$ cat src/rtl/twos_defs.sv
// Shared definitions for the bit-serial two's-complement negator.
package twos_defs;

   // Default operand/result width.
   localparam int DEF_WIDTH = 4;

   // Controller states; encodings are fixed so other blocks can decode them.
   typedef enum logic [1:0] {
      IDLE  = 2'd0,
      SHIFT = 2'd1,
      DONE  = 2'd2
   } state_t;

endpackage

$ cat src/rtl/twos_serial_cell.sv
// One-bit serial negation cell.
// Rule: pass bits through until the first 1 has been seen, then invert every bit after it.
// The output r is combinational. It uses the flag value from before the current bit,
// so the first 1 itself is passed through unchanged.
module twos_serial_cell
   import twos_defs::*;
(
   input  logic clk,
   input  logic rst,
   input  logic clr,
   input  logic en,
   input  logic b,
   output logic r
);

   logic seen_one;

   // seen_one is cleared at reset or on a new word, and accumulates every processed bit.
   always_ff @(posedge clk) begin
      if (rst) begin
         seen_one <= 1'b0;
      end else if (clr) begin
         seen_one <= 1'b0;
      end else if (en) begin
         seen_one <= seen_one | b;
      end
   end

   assign r = seen_one ^ b;

endmodule

$ cat src/rtl/twos_serial_converter.sv
// Bit-serial two's-complement negator with valid/ready on both sides.
// Each word is processed LSB-first, one bit per cycle.
// The result builds up in place in out_data. The handshake is on the DONE state.
module twos_serial_converter
   import twos_defs::*;
#(
   parameter int WIDTH = DEF_WIDTH
)
(
   input  logic             clk,
   input  logic             rst,
   input  logic             in_valid,
   output logic             in_ready,
   input  logic [WIDTH-1:0] in_data,
   output logic             out_valid,
   input  logic             out_ready,
   output logic [WIDTH-1:0] out_data,
   output logic             out_zero,
   output logic             out_ovf
);

   localparam int CW = (WIDTH > 2) ? $clog2(WIDTH) : 1;
   localparam logic [CW-1:0]    LAST_IDX = CW'(WIDTH - 1);
   localparam logic [WIDTH-1:0] MOST_NEG = {1'b1, {(WIDTH-1){1'b0}}};

   state_t           state, nxt;
   logic [CW-1:0]    count;
   logic [WIDTH-1:0] sreg;
   logic             load, shift_en, last, accept_ok, r;

   // The serial rule that replaces ~x+1: the flag flop and the XOR live in the cell.
   twos_serial_cell u_cell (
      .clk (clk),
      .rst (rst),
      .clr (load),
      .en  (shift_en),
      .b   (sreg[0]),
      .r   (r)
   );

   // Next-state logic and strobes. The terminal count is an explicit compare,
   // so widths that are not a power of two work.
   always_comb begin
      nxt       = state;
      accept_ok = 1'b0;
      load      = 1'b0;
      shift_en  = 1'b0;
      last      = (count == LAST_IDX);
      case (state)
         IDLE: begin
            accept_ok = 1'b1;
            if (in_valid) begin
               load = 1'b1;
               nxt  = SHIFT;
            end
         end
         SHIFT: begin
            shift_en = 1'b1;
            if (last) nxt = DONE;
         end
         DONE: begin
            if (out_ready) nxt = IDLE;
         end
         default: nxt = IDLE;
      endcase
   end

   // in_ready depends only on the state and on rst, never on in_valid.
   assign in_ready = accept_ok & ~rst;

   // State register. A reset discards any word in flight.
   always_ff @(posedge clk) begin
      if (rst) state <= IDLE;
      else     state <= nxt;
   end

   // Datapath: load the operand and latch the flags.
   // Then shift out one bit per cycle and write each result bit into its position.
   always_ff @(posedge clk) begin
      if (rst) begin
         sreg      <= '0;
         count     <= '0;
         out_data  <= '0;
         out_zero  <= 1'b0;
         out_ovf   <= 1'b0;
         out_valid <= 1'b0;
      end else begin
         if (load) begin
            sreg     <= in_data;
            count    <= '0;
            out_zero <= (in_data == '0);
            out_ovf  <= (in_data == MOST_NEG);
         end
         if (shift_en) begin
            sreg            <= {1'b0, sreg[WIDTH-1:1]};
            out_data[count] <= r;
            count           <= count + 1'b1;
            if (last) out_valid <= 1'b1;
         end
         if (state == DONE && out_ready) out_valid <= 1'b0;
      end
   end

endmodule

$ cat config.mk
export PLATFORM = sky130hd
export DESIGN_NAME = twos_serial_converter
export DESIGN_NICKNAME = d
export VERILOG_FILES = /design/src/rtl/twos_defs.sv /design/src/rtl/twos_serial_cell.sv /design/src/rtl/twos_serial_converter.sv
export SDC_FILE = /design/constraint.sdc
export NUM_CORES = 1
export LEC_CHECK = 0
export ABC_AREA = 0
export BUFFER_PORTS_ARGS = -buffer_cell sky130_fd_sc_hd__buf_4
export CAP_MARGIN = 20
export CORE_MARGIN = 2
export CORE_UTILIZATION = 46
export CTS_CLUSTER_DIAMETER = 150
export CTS_CLUSTER_SIZE = 10
export DETAILED_ROUTE_END_ITERATION = 12
export GPL_TIMING_DRIVEN = 0
export HOLD_SLACK_MARGIN = 0.02
export PLACE_DENSITY = 0.71
export RECOVER_POWER = 50
export SLEW_MARGIN = 20
export SYNTH_ARGS = -nofsm -noshare
export SYNTH_HDL_FRONTEND = slang
export SYNTH_SLANG_ARGS = --single-unit
export TNS_END_PERCENT = 50
$ cat constraint.sdc
create_clock -name clk -period 1.1 [get_ports clk]
set_clock_uncertainty 0.1 [all_clocks]
set_input_delay 0.22 -clock clk [delete_from_list [all_inputs] [get_ports clk]]
set_output_delay 0.22 -clock clk [all_outputs]
set_load 0.01 [all_outputs]
== Word-level counts from Yosys, hierarchy flattened ==
Cells that the tools add are included.

* Add/subtract/negate cells: 1
* Multipliers: 0
* Div/mod/pow operators: 0
* Magnitude comparators: 2
* Equal/unequal tests: 7
* Shifts and indexed selects: 0
* Mux-type cells: 15
* Bitwise operators: 4
* Reduce and logical (&&, ||, !) cells: 10

{| class="wikitable"
|+ Operators by type and width
! kind !! count
|-
| two-way mux 2 bit || 5
|-
| two-way mux 3 bit || 2
|-
| != test 2 bit (second input constant) || 3
|-
| one-hot mux 2 bit (3 select lines) || 1
|-
| OR reduction 2 bit || 3
|-
| two-way mux 1 bit || 5
|-
| bitwise mux 4 bit || 1
|-
| == test 2 bit (second input constant) || 2
|-
| == test 4 bit (second input constant) || 1
|-
| zero test 4 bit || 1
|-
| less-than comparator 2 x 3 -> 1 bit (second input constant) || 1
|-
| AND reduction 3 bit || 1
|-
| adder 2 x 1 -> 2 bit (second input constant) || 1
|-
| demux 1 bit (select 2 bit) || 1
|-
| == test 2 x 1 -> 1 bit (second input constant) || 1
|-
| greater-or-equal comparator 2 x 1 -> 1 bit (second input constant) || 1
|-
| logical AND 1 bit || 2
|-
| zero test 2 bit || 1
|-
| AND reduction 2 bit || 1
|-
| nonzero test 2 bit || 1
|-
| AND 1 bit || 1
|-
| NOT 1 bit || 1
|-
| OR 1 bit || 1
|-
| XOR 1 bit || 1
|}

* Flip-flop bits (word level): 16
* Latch bits: 0
* Memory bits (writable): 0
* Bits in read-only memories: 0
* Input bits: 8
* Output and inout port bits: 8
* Logic and storage cells: 48
* Memories kept: 0

== Logic depth before layout (Yosys ltp) ==
Gate-level depths: netlist of the first run.

* Word-level depth: 5
* Depth in mapped cells: 5
* Mapped depth without buffers: 5

== Cells and area by module ==
Synthesis of the first run repeated with hierarchy kept, for this count alone.

* Cell total of the unflattened synthesis: 84
* Area total of the unflattened synthesis: 813.3 um2

{| class="wikitable"
|+ Modules (own cells, without submodules)
! module !! times used !! cells each !! area each (um2) !! sequential area each (um2)
|-
| twos_serial_converter || 1 || 78 || 754.5 || 300.3
|-
| twos_serial_cell || 1 || 6 || 58.8 || 20.0
|}

== Least setup slack after synthesis of the first run ==
OpenSTA, ideal clock, no wires.

* Path kind: register -> register
* Start: reg state[1]
* End: reg out_zero
* Library setup time: 119 ps
* Arrival: 881 ps
* Data required time: 881 ps
* Path slack: 0 ps
* Stages on the path, launching flop included: 5
* Buffers on the path: 1
* Period minus slack after synthesis: 1,100 ps
* Cells stage by stage: dfxtp_1 -> buf_6 -> nor3b_2 -> mux2i_1 -> nor2_1

* Word-level cells in the longest chain between the ends: 2

{| class="wikitable"
|+ RTL lines
! element !! RTL line !! source
|-
| start, declared || twos_serial_converter.sv:26 || <nowiki>state_t state, nxt;</nowiki>
|-
| start signal, assigned || twos_serial_converter.sv:74 || <nowiki>else state <= nxt;</nowiki>
|-
| zero test 2 bit || twos_serial_converter.sv:49 || <nowiki>case (state)</nowiki>
|-
| two-way mux 1 bit || twos_serial_converter.sv:49 ||
|-
| end signal, assigned || twos_serial_converter.sv:91 || <nowiki>out_zero <= (in_data == '0);</nowiki>
|-
| end, declared || twos_serial_converter.sv:18 || <nowiki>output logic out_zero,</nowiki>
|}

Every way passes these cells.
A chain may end at the register's enable or synchronous reset.

== Final worst setup path of the first run ==
* Start: reg state[0]
* End: out in_ready

* Word-level cells in the longest chain between the ends: 3

{| class="wikitable"
|+ RTL lines
! element !! RTL line !! source
|-
| zero test 2 bit || twos_serial_converter.sv:49 ||
|-
| two-way mux 1 bit || twos_serial_converter.sv:49 ||
|-
| AND 1 bit || twos_serial_converter.sv:69 || <nowiki>assign in_ready = accept_ok & ~rst;</nowiki>
|-
| end, declared || twos_serial_converter.sv:13 || <nowiki>output logic in_ready,</nowiki>
|}

Every way passes these cells.

==> metrics, run 1 <==
Placer Congestion between 0.7 and 0.8; Hold Crit Class input port to flip-flop; Unique masters post-synth 26; Int Power 854 uW; Vias/cell 5.31; Total GRT Usage 0.186; Gate power share 0.205; Clock Tree Buf Depth 2; kind of critical path flip-flop to primary output; CP max FO 2; Worst Setup Start Kind flip-flop; Die ar. 2080 um2; Max Fclk around 740 MHz; Rows 15; Worst-path clk slew around 0.090 ns; slowest CP cell dfxtp_4; synthesized area approximately 800 um2; failing checks negative setup slack; final instance area between 1000 and 1500 um2; Synth Warn # 0; status complete, but fails checks; final layout net count approximately 130; die width 45.6 um; initial antenna violation count 0; Area growth syn-to-layout 39.7%; Post-Syn Nets roughly 100; first-pass GRT wire length between 2 and 3 mm; Slew Limit Fails 0; Antenna Cells 0; H-tree Lvls 1; Pleak between 0.4 and 0.5 nW; total congestion overflow 0; CTS tree yes; Finish-stage setup viols 14; maxcap violations 0; CP endpoint kind primary output; core area between 1500 and 2000 um2; flops & latches, synth 16; sequential share of the synthesized area 0.402; pwr/cell area about 1000 nW/um2; Pwr Total 1.17 mW; CTS Sinks 16; Sw Share 0.268; Port Buffers 14; syn_area_per_cell 9.38 um2; Largest stage delay, worst path around 0.36 ns; CP required just under 0.8 ns; final worst slack -0.255 ns; wire per inst around 13 um; clk_lat worst skew roughly 0.28 ns; Antenna Nets Post-Route 0; Net Sw Power 313 uW; pin count of the biggest net entering global routing 11; # fillers about 130; First-pass DRT Iterations 4; layout cells sized above 1 0.482; Root Buffer clkbuf_4; Iter 0 DRT Violations 13; worst path buffer plus inverter count 2; Clk pwr share 0.263; DR vias 675; dpl cell area slightly above 900 um2; Slew HR 0.740; dpl cells between 100 and 150; Layout Utilization 0.667; RSZ-0062 raised after global routing true; total CTS buffers 3; Post-Layout Cell Count about 130; DRC 0; Max VDD drop around 0.66 mV; fin crit share 1.23; crit path time final roughly 1.4 ns; Reg power frac 0.533; Die Y-Extent ~46 um; pre-CTS worst setup slack -0.122 ns; Worst-Margin Slew just under 0.4 ns; I/O Pins 16; Worst Path Arrival a little over 1 ns; DRT Wirelength ~1.7 mm; Mapped Cells 85; crit-path cells buf_8 -> nor3_2 -> buf_4; final hold vios 0; hpwl dp around 1.0 mm; starting density of the core 0.477; family with the most delay on the worst path flip-flops; vias in the first global route 606
final timing paths:
path	from	to	slack, ns	depth (start not counted)
min	out_ready	state[1]$_SDFFE_PP0P_	0.09	4
max reg2reg	state[0]$_SDFFE_PP0P_	count[0]$_SDFFE_PP0P_	-0.22	5
max	state[0]$_SDFFE_PP0P_	in_ready	-0.25	3
min reg2reg	out_data[3]$_SDFFE_PP0P_	out_data[3]$_SDFFE_PP0P_	0.36	2
worst register-to-register path, stage by stage, from the launching register on:
cell and delay [ns]:
dfxtp_4 0.36, buf_4 0.15, and2b_2 0.22, buf_6 0.13, mux2i_2 0.17, nor2_1 0.08
per-layer routing:
metal,track usage,up-vias,wire length (um)
met5,0,-,0
met4,0.0706,0,28
met3,0.0595,5,65
met2,0.273,16,762
met1,0.254,306,828
li1,-,348,-
cells in the final DEF, fill, tap and decap left out:
master     Yosys  layout
and2b_2        0       1
a21oi_2        2       4
buf_4          0      17
dfxtp_2        0       8
nor4_1         1       1
o21ai_1        1       1
dfxtp_4        0       1
a2bb2oi_1      1       1
a211oi_2       0       1
nand3b_1       1       1
inv_1          6       6
nor2_1        10       9
nor3_2         0       1
ha_4           0       1
o21bai_4       0       1
a21oi_1        6       4
clkbuf_4       0       4
nand4bb_1      1       1
nand2b_1       2       2
mux2i_2        0       1
nand2_1        2       2
ha_1           5       4
a211oi_1       3       2
nor3_1         3       2
buf_8          0       2
a22oi_2        0       2
nor3b_4        0       1
buf_2          1       1
o21ba_4        0       1
nand3_1        5       5
buf_6          3       5
mux2i_1        6       5
dfxtp_1       16       7
nor2_2         0       1
a21bo_1        3       3
clkbuf_1       1       1
through the flow:
stage                     TNS (ns)  hold slack (ns)
after floorplan                  0            0.272
after global placement      -0.733            0.345
after detailed placement     -1.01            0.347
after CTS                    -2.38           0.0966
after global routing         -3.10           0.0900
final                        -2.29           0.0918
synthesized netlist by cell type:
cell       instances  area (um2)
nand2_1            2        7.51
nor2_1            10        37.5
and2b_1            1        7.51
a21bo_1            3        30.0
ha_1               5        62.6
a21oi_1            6        30.0
nand4bb_1          1        11.3
o21ba_2            1        10.0
a21oi_2            2        17.5
nand2b_1           2        12.5
nand3b_1           1        7.51
dfxtp_1           16         320
a22oi_1            2        15.0
inv_1              6        22.5
nor3b_2            1        12.5
buf_6              3        33.8
nand3_1            5        25.0
buf_2              1        5.00
a2bb2oi_1          1        8.76
o21ai_1            1        5.00
nor4_1             1        6.26
o21bai_1           1        7.51
clkbuf_1           1        3.75
mux2i_1            6        60.1
a211oi_1           3        22.5
nor3_1             3        15.0
power by group through the flow:
stage	logic (mW)	registers, mW	clock network [mW]
3_5_place_dp	0.174	0.634	0
6_report	0.239	0.622	0.307
5_1_grt	0.260	0.625	0.358
3_3_place_gp	0.171	0.633	0
4_1_cts	0.222	0.618	0.311
2_1_floorplan	0.117	0.632	0
what timing repair did:
| action | 4_1_cts | 5_1_grt |
|---|---|---|
| pin swaps | 5 | 9 |
| gates resized for setup | 16 | 16 |
| endpoints found under the setup margin | 14 | 22 |
| cloned | 1 | 0 |
| hold buffers | 0 | 0 |
| setup buffers | 7 | 0 |
cell families (layout without fill, tap and decap cells):
logic type                 count (synthesis)  in the layout  synth area share
AOI/OAI and AO/OA                         20             20             0.184
and+or+nand+nor                           27             27             0.179
muxes                                      6              6            0.0754
DFF                                       16             16             0.402
buffers and inverters                     11             36            0.0816
adders and majority gates                  5              5            0.0785
sequential cells by signal (all words and copies together) (netlist names):
name / cells
sreg: 4
out_data: 4
count: 2
u_cell.seen_one: 1
out_zero: 1
out_ovf: 1
out_valid: 1
state: 2
area by class of cell:
| class | instances | area, um2 | share of cell area |
|---|---|---|---|
| plain buffers | 5 | 46.3 | 0.0416 |
| clock buffers | 3 | 22.5 | 0.0202 |
| inverters | 6 | 22.5 | 0.0202 |
| multi-input cells | 58 | 483 | 0.434 |
| flip-flops and latches | 16 | 334 | 0.300 |
| well taps | 17 | 21.3 | 0.0191 |
| repair buffers | 22 | 184 | 0.165 |
Note: power is estimated with default switching activity, not from simulation.
==> run 2: changes to the inputs <==
Settings changed: SKIP_LAST_GASP set to 1.
==> run 2 against run 1 <==
The flow still finishes with violations (negative setup slack); power increased by 1.6%; via count grew 3.0%; worst hold slack worse by 0.016 ns; non-clock buffer count unchanged; wire length increased by 0.83%; critical path depth did not move; largest power group unchanged; flip-flop and latch count stayed put; register-to-register slack improved by 0.04 ns; clock-buffer cell count unchanged.
==> metrics, run 2 (same netlist as run 1, synthesis figures left out) <==
hold path depth 4 (unchanged); maxcap violations 0 (unchanged); kind of critical path flip-flop to primary output (unchanged); CTS tree yes (unchanged); dpl cells 116 (unchanged); Antenna Cells 0 (unchanged); registers with the most flip-flops out_data x4, sreg x4 (unchanged); final worst slack -0.273 ns (was -0.255 ns); hpwl dp 1.04 mm (unchanged); commonest non-fill, non-tap cell in the layout buf_4 (unchanged); Post-Layout Cell Count 127 (unchanged); worst r2r src state[1]$_SDFFE_PP0P_ (was state[0]$_SDFFE_PP0P_); pin count of the biggest net entering global routing 11 (unchanged); Hold Crit Class input port to flip-flop (unchanged); Total GRT Usage 0.187 (was 0.186); pwr/cell area 1090 nW/um2 (was 1050 nW/um2); reg2reg end sreg[0]$_SDFFE_PP0P_ (was count[0]$_SDFFE_PP0P_); Iter 0 DRT Violations 19 (was 13); Max VDD drop 0.716 mV (was 0.664 mV); CTS Sinks 16 (unchanged); RSZ-0062 raised after global routing true (unchanged); layout cells sized above 1 0.436 (was 0.482); Layout Utilization 0.653 (was 0.667); total congestion overflow 0 (unchanged); Pleak 0.456 nW (was 0.457 nW); Hold WS 0.0761 ns (was 0.0918 ns); Setup TNS Final -2.09 ns (was -2.29 ns); Antenna Nets Post-Route 0 (unchanged); commonest cells after routing, fill and taps aside buf_4, dfxtp_1, nor2_1 (was buf_4, nor2_1, dfxtp_2); crit path time final 1.37 ns (was 1.35 ns); R2R Setup Slk -0.18 ns (was -0.22 ns); DRT Wirelength 1.70 mm (was 1.69 mm); clk_lat worst skew 0.30 ns (was 0.28 ns); Slew HR 0.736 (was 0.740); initial antenna violation count 0 (unchanged); Worst Setup Start Kind flip-flop (unchanged); CP endpoint kind primary output (unchanged); final layout net count 125 (unchanged); failing checks negative setup slack (unchanged); DR vias 695 (was 675); hold endpoint state[1]$_SDFFE_PP0P_ (unchanged); final hold vios 0 (unchanged); Finish-stage setup viols 15 (was 14); Worst-path clk slew 0.10 ns (was 0.09 ns); Placer Congestion 0.718 (unchanged); hold_sp out_ready (unchanged); Slew Limit Fails 0 (unchanged); CP max FO 6 (was 2); Clock Tree Buf Depth 2 (unchanged); vias in the first global route 597 (was 606); worst reg-to-reg path cell count 5 (unchanged); Vias/cell 5.47 (was 5.31); Pwr Total 1.19 mW (was 1.17 mW); core area 1670 um2 (unchanged); Area growth syn-to-layout 36.9% (was 39.7%); DRC 0 (unchanged); status complete, but fails checks (unchanged); Die Y-Extent 45.6 um (unchanged); CP required 0.78 ns (about the same); Max Fclk 729 MHz (was 738 MHz); total CTS buffers 3 (unchanged); fin crit share 1.25 (was 1.23); First-pass DRT Iterations 5 (was 4); Rows 15 (unchanged); wire per inst 13.4 um (was 13.3 um); Die ar. 2080 um2 (unchanged); Port Buffers 14 (unchanged); Worst Path Arrival 1.05 ns (was 1.03 ns); first-pass GRT wire length 2.69 mm (was 2.71 mm); starting density of the core 0.477 (unchanged); H-tree Lvls 1 (unchanged); Worst-Margin Slew 0.396 ns (was 0.390 ns); die width 45.6 um (unchanged); I/O Pins 16 (unchanged); Root Buffer clkbuf_4 (unchanged)
[run 2: worst max-delay path by stage]
stage / from / end / slack [ns] / cells after the start
floorplan: state[1]$_SDFFE_PP0P_ / out_zero$_SDFFE_PP0P_ / 0.00001 / 4
global placement: state[0]$_SDFFE_PP0P_ / u_cell.seen_one$_SDFFE_PP0N_ / -0.11 / 4
detailed placement: state[0]$_SDFFE_PP0P_ / count[1]$_SDFFE_PP0P_ / -0.12 / 4
CTS: state[1]$_SDFFE_PP0P_ / in_ready / -0.25 / 3
global route: state[1]$_SDFFE_PP0P_ / in_ready / -0.30 / 3
finish: state[1]$_SDFFE_PP0P_ / in_ready / -0.27 / 3
[run 2: layout make-up]
| type | count | area, um2 |
|---|---|---|
| fill | 127 | 579 |
| multi-input combinational | 58 | 478 |
| sequential | 16 | 328 |
| timing repair buffer | 22 | 173 |
| buffer | 5 | 46.3 |
| clock buffer | 3 | 22.5 |
| inverter | 6 | 22.5 |
| tap | 17 | 21.3 |
[run 2: where the power goes]
part           leakage, nW  total (mW)  switching, mW  internal (mW)
Sequential           0.132       0.620         0.0163          0.604
Combinational        0.310       0.239          0.117          0.121
Clock               0.0138       0.327          0.200          0.128
[run 2: timing repair]
action,CTS,global route
cloned,1,0
hold endpoints to repair,0,0
pin swaps,3,11
hold buffers,0,0
endpoints found under the setup margin,14,22
resized for setup,15,9
setup buffers,7,1
[run 2: critical path, stage by stage (launching register included)]
cell	delay, ns
dfxtp_2	0.34
buf_6	0.12
nor3_2	0.16
buf_4	0.14
[run 2: routing by layer]
metal | global-route usage | wire (um) | vias up
met5 | 0 | 0 | -
met4 | 0.0882 | 34 | 0
met3 | 0.0595 | 83 | 5
met2 | 0.265 | 742 | 19
met1 | 0.256 | 839 | 326
li1 | - | - | 345
[run 2: through the flow]
step / setup WS, ns / instance area (um2)
6_report: -0.273 / 1090
3_5_place_dp: -0.122 / 923
2_1_floorplan: 0.0000141 / 797
5_1_grt: -0.302 / 1090
3_3_place_gp: -0.107 / 923
4_1_cts: -0.248 / 1060
